`src/rtl/mul8_seq.sv`:
```
// Unsigned 8x8 sequential shift-add multiplier. All additions go through an
// external 8-bit adder; one partial-product bit is retired per CALC cycle.
module mul8_seq (
  input  logic        iClk,
  input  logic        iRst,
  input  logic        iStart,
  input  logic [7:0]  iData_a,
  input  logic [7:0]  iData_b,
  output logic        oBusy,
  output logic        oDone,
  output logic [15:0] oData,
  output logic [7:0]  oAdd_a,
  output logic [7:0]  oAdd_b,
  output logic        oAdd_c,
  input  logic [7:0]  iAdd_sum,
  input  logic        iAdd_co
);

  typedef enum logic [1:0] {IDLE, CALC, DONE} state_t;

  state_t      stateQ, stateD;
  logic [7:0]  mQ, mD;
  logic [7:0]  hQ, hD;
  logic [7:0]  lQ, lD;
  logic [2:0]  cntQ, cntD;
  logic [15:0] dataQ, dataD;
  logic [15:0] shifted;

  always_ff @(posedge iClk or posedge iRst) begin
    if (iRst) begin
      stateQ <= IDLE;
      mQ     <= '0;
      hQ     <= '0;
      lQ     <= '0;
      cntQ   <= '0;
      dataQ  <= '0;
    end else begin
      stateQ <= stateD;
      mQ     <= mD;
      hQ     <= hD;
      lQ     <= lD;
      cntQ   <= cntD;
      dataQ  <= dataD;
    end
  end

  // The adder carry-out becomes the new MSB of {H,L} as the pair shifts right.
  always_comb begin
    stateD  = stateQ;
    mD      = mQ;
    hD      = hQ;
    lD      = lQ;
    cntD    = cntQ;
    dataD   = dataQ;
    oAdd_a  = '0;
    oAdd_b  = '0;
    oAdd_c  = 1'b0;
    shifted = {iAdd_co, iAdd_sum, lQ[7:1]};
    case (stateQ)
      IDLE: begin
        if (iStart) begin
          mD     = iData_a;
          hD     = '0;
          lD     = iData_b;
          cntD   = '0;
          stateD = CALC;
        end
      end
      CALC: begin
        oAdd_a = hQ;
        oAdd_b = lQ[0] ? mQ : 8'h00;
        hD     = shifted[15:8];
        lD     = shifted[7:0];
        if (cntQ == 3'd7) begin
          dataD  = shifted;
          stateD = DONE;
        end else begin
          cntD = cntQ + 3'd1;
        end
      end
      DONE: stateD = IDLE;
      default: stateD = IDLE;
    endcase
  end

  assign oBusy = (stateQ == CALC);
  assign oDone = (stateQ == DONE);
  assign oData = dataQ;

endmodule

```
`config.mk`:
```
export PLATFORM = sky130hd
export DESIGN_NAME = mul8_seq
export DESIGN_NICKNAME = d
export VERILOG_FILES = /design/src/rtl/mul8_seq.sv
export SDC_FILE = /design/constraint.sdc
export NUM_CORES = 1
export LEC_CHECK = 0
export CAP_MARGIN = 30
export CORE_MARGIN = 10
export CORE_UTILIZATION = 37
export CTS_CLUSTER_SIZE = 14
export DETAILED_ROUTE_END_ITERATION = 16
export PLACE_DENSITY = 0.66
export SYNTH_ARGS = -nofsm -noshare
export SYNTH_HDL_FRONTEND = slang
export SYNTH_SLANG_ARGS = --single-unit
```
`constraint.sdc`:
```
create_clock -name iClk -period 3.5 [get_ports iClk]
set_input_delay 1.05 -clock iClk [delete_from_list [all_inputs] [get_ports iClk]]
set_output_delay 1.05 -clock iClk [all_outputs]
set_load 0.03 [all_outputs]
```
* Word level (Yosys, flattened, before mapping)
Index checks and enable logic that the tools add are counted.
** Storage, ports and cells
- Register bits after elaboration :: 45
- Output and inout bits :: 35
** Cells by class
- $add $sub $neg :: 1
- Eq/ne operators :: 6
- Multiplexer cells :: 13
- Reduce and logical (&&, ||, !) cells :: 7
** Operators with widths (number)
- $mux W8 :: 5
- $pmux W8 S2 :: 2
- $reduce_and A2 Y1 :: 4
- $mux W3 :: 2
- $pmux W3 S2 :: 1
- $mux W2 :: 2
- $ne A2 B2 Y1 const B :: 2
- $pmux W2 S2 :: 1
- $add A3 B1 Y3 const B :: 1
- $eq A3 B3 Y1 const B :: 1
- $reduce_and A3 Y1 :: 1
- $eq A2 B1 Y1 const B :: 1
- $eq A2 B2 Y1 const B :: 1
- $logic_not A2 Y1 :: 1
- $ne A2 B1 Y1 const B :: 1
- $reduce_bool A2 Y1 :: 1

* Logic depth before layout (Yosys ltp)
- Word-level depth :: 3
- Mapped depth :: 6
- Gate-level depth less buffers :: 5

* Worst setup path after synthesis
Ideal clock, no wire load.
- Path type :: register -> output
- Start :: register stateQ[1]
- End :: output oAdd_a[0]
- Arrival :: 1571 ps
- Required time :: 2450 ps
- Path slack :: 879 ps
- Stages on the path, launching flop included :: 6
- Path buffers :: 3
- Path through :: dfrtp_1 buf_2 nor2b_1 buf_4 clkbuf_1 and2_1
** On the way
- Word-level cells in the longest chain between the ends :: 2
** Ends and longest elaborated chain
- start, declared :: RTL line 21 : state_t stateQ, stateD;
- start signal, assigned :: RTL line 38 : stateQ <= stateD;
- $eq A2 B1 Y1
- via oBusy :: RTL line 9 : output logic oBusy,
- $mux W8 :: RTL line 59 : case (stateQ)
- end, declared :: RTL line 12 : output logic [7:0] oAdd_a,
The timed path passes the listed nets, and every way through them passes these cells.

* Final worst setup path
- Start :: register stateQ[1]
- End :: output oDone
** On the way
- Word-level cells in the longest chain between the ends :: 1
** Ends and longest elaborated chain
- $eq A2 B2 Y1 :: RTL line 87 : assign oDone = (stateQ == DONE);
- end, declared :: RTL line 10 : output logic oDone,
No other way between the ends.

==> reports/metrics.cfg <==
[clock_network]
cts_resized = 0
cts_tree = yes
numCtsBuffers = 5
worstSkewPairLatency_ns = 0.30
clk_pin_slew_ns = 0.08
cts_hold_buf = 0
h-tree-depth = 2
cts_root_buf = clkbuf_8
post-cts-setup-buffer-count = 0
clk_path_buf_depth = 2
cts.sinks = 45

[layout]
antennaDiodeCount = 0
final_nets = 245
final_cells = 286
utilization_pct = 52.4
finalInstanceArea_sq_um = 2730
drive_gt1_share_pct = 25.0
final_common_cell = dfrtp_1
mostFrequentLayoutCells = 45 x dfrtp_1, 44 x clkdlybuf4s50_1, 20 x buf_4
syn_to_final_growth_pct = 34.4

[global_route]
gr-max-usage-layer = met2
grt_use_total_pct = 11.4
grt_pass1_vias = 1470
grt_first_pass_wirelength_mm = 7.92
grt-ovfl-total = 0
use_met3_pct = 6.24
met2_usage_pct = 16.1
grtUsageMet1_pct = 14.8
grt_max_degree = 27
antenna_found_initial = 0

[logic_synthesis]
syn_inst = 156
avgSynthCellArea_sq_um = 13.0
yosysWarnings = 0
synth_area_leaders = dfrtp_1 55%, mux2_2 8.9%, mux2_4 6.7%
ys_types = 27
ys_seq_elements = 45
synthesis.area_sq_um = 2030
yosysSeqAreaShare_pct = 55.5
yosysTopAreaCell = dfrtp_1
syn_nets = 186
synth_top_area_share_pct = 55.5

[sta]
grt_setup_unrepaired = no
fin_crit_sh_pct = 86.0
final_hold_viol_count = 0
fmax_mhz = 332
setup_viol = 0
setup_tns_ns = 0
tightest_slew_ns = 0.614
whs_ns = 0.499
relSlewSlack_pct = 59.0
period_minus_slack_ns = 3.01
slew_violations = 0
final.setup_skew_ns = 0.00353

[power_and_ir_drop]
ir_drop_v = 0.000426
p_per_area_nw_per_um2 = 1000
leakagePower_uw = 0.00123

[place]
dp_hpwl_mm = 3.41
gp_congestion = 0.760
portBuffers = 61
dp_cells = 278
dpl_cell_area_sq_um = 2650

[floorplan]
die_h_um = 94.1
core-area_sq_um = 5200
dieWidth_um = 94.1
io_pins = 63
initial_core_util_pct = 39.0
fp-row-count = 26
die-area_sq_um = 8850

[drt]
routed_wl_mm = 4.74
firstDrtPassIters = 4
wire_per_inst_um = 16.6
ant_nets = 0
drcViolationCount = 0
vias = 1423
drt-initial-drc-count = 76
drt-vias-per-instance = 4.98

[setup_path]
crit_path_top_delay_cell = dfrtp_1
crit_path_cell_trace = nor2b_1 > clkdlybuf4s50_1
cp_top_family = flip-flops
slowest_delay_ns = 0.74
crit_arrival_ns = 1.96
crit_buf_inv = 1
crit_path_end_kind = output pin
critPathRequiredTime_ns = 2.45
criticalPathCategory = flip-flop to output pin
crit_fanout = 19
critPathLaunchType = flip-flop

[run_status]
status = finished, final reports clean

[hold_path]
hp-class = flip-flop to flip-flop

[job]
max_cap_violations = 0

[power by group]
part / internal [uW] / switching, uW
clock: 142 / 165
sequential: 777 / 165
combinational: 699 / 789
[routing by layer]
layer,wire length [um],up-vias
li1,-,673
met1,2260,696
met2,1940,49
met3,494,5
met4,38,0
met5,0,-
[synth_stat cells]
cell / instances
nor4bb_1: 1
nor3b_1: 7
nor3b_4: 1
mux2i_1: 1
or2_1: 1
nand2_4: 1
mux2_2: 16
mux2_4: 9
a21oi_1: 5
dfrtp_1: 45
nor4b_1: 3
nor2_1: 4
and3_1: 8
and2_1: 8
nor2b_1: 2
buf_2: 2
o22a_1: 4
buf_4: 2
clkbuf_1: 7
a211oi_1: 3
ha_1: 2
a22o_1: 13
a22oi_1: 1
inv_1: 7
conb_1: 1
nand2_1: 1
buf_6: 1
[worst paths after layout]
path / start / cells after the start / slack (ns) / end
worst min register to register: hQ[0] / 1 / 0.50 / hQ[0]
min in group asynchronous: iRst / 2 / 1.08 / mQ[0]
worst min-delay path: hQ[0] / 1 / 0.50 / hQ[0]
worst max-delay path: stateQ[1] / 2 / 0.49 / oDone
max in group asynchronous: iRst / 3 / 1.74 / lQ[2]
worst max register to register: stateQ[1] / 4 / 1.64 / oData[9]
[area by class of cell]
cell class,instances,area [sq um]
inverters,7,26.3
clock buffers,8,80.1
fillers,482,2480
repair buffers,64,591
well taps,70,87.6
flip-flops and latches,45,1130
multi-input cells,92,817
[per-stage QoR]
step	power [uW]	worst slack, ns
after detailed placement	2460	0.766
final	2740	0.490
after global placement	2440	0.819
after CTS	2780	0.488
after global routing	2920	0.403
after floorplan	1920	0.879
[cell families (layout without fill, tap and decap cells)]
group | Yosys count | count (layout) | share of synthesized area (%)
simple gates | 37 | 37 | 12.6
buf+inv | 19 | 79 | 4.38
flops | 45 | 45 | 55.5
other cells | 1 | 1 | 0.185
compound gates | 26 | 26 | 10.0
fa+ha+maj | 2 | 2 | 1.23
mux | 26 | 26 | 16.0
[sequential cells by signal (all words and copies together) (netlist names)]
| register | cells |
|---|---|
| oData | 16 |
| hQ | 8 |
| lQ | 8 |
| mQ | 8 |
| cntQ | 3 |
| stateQ | 2 |
Power figures use the tool's default switching activity.
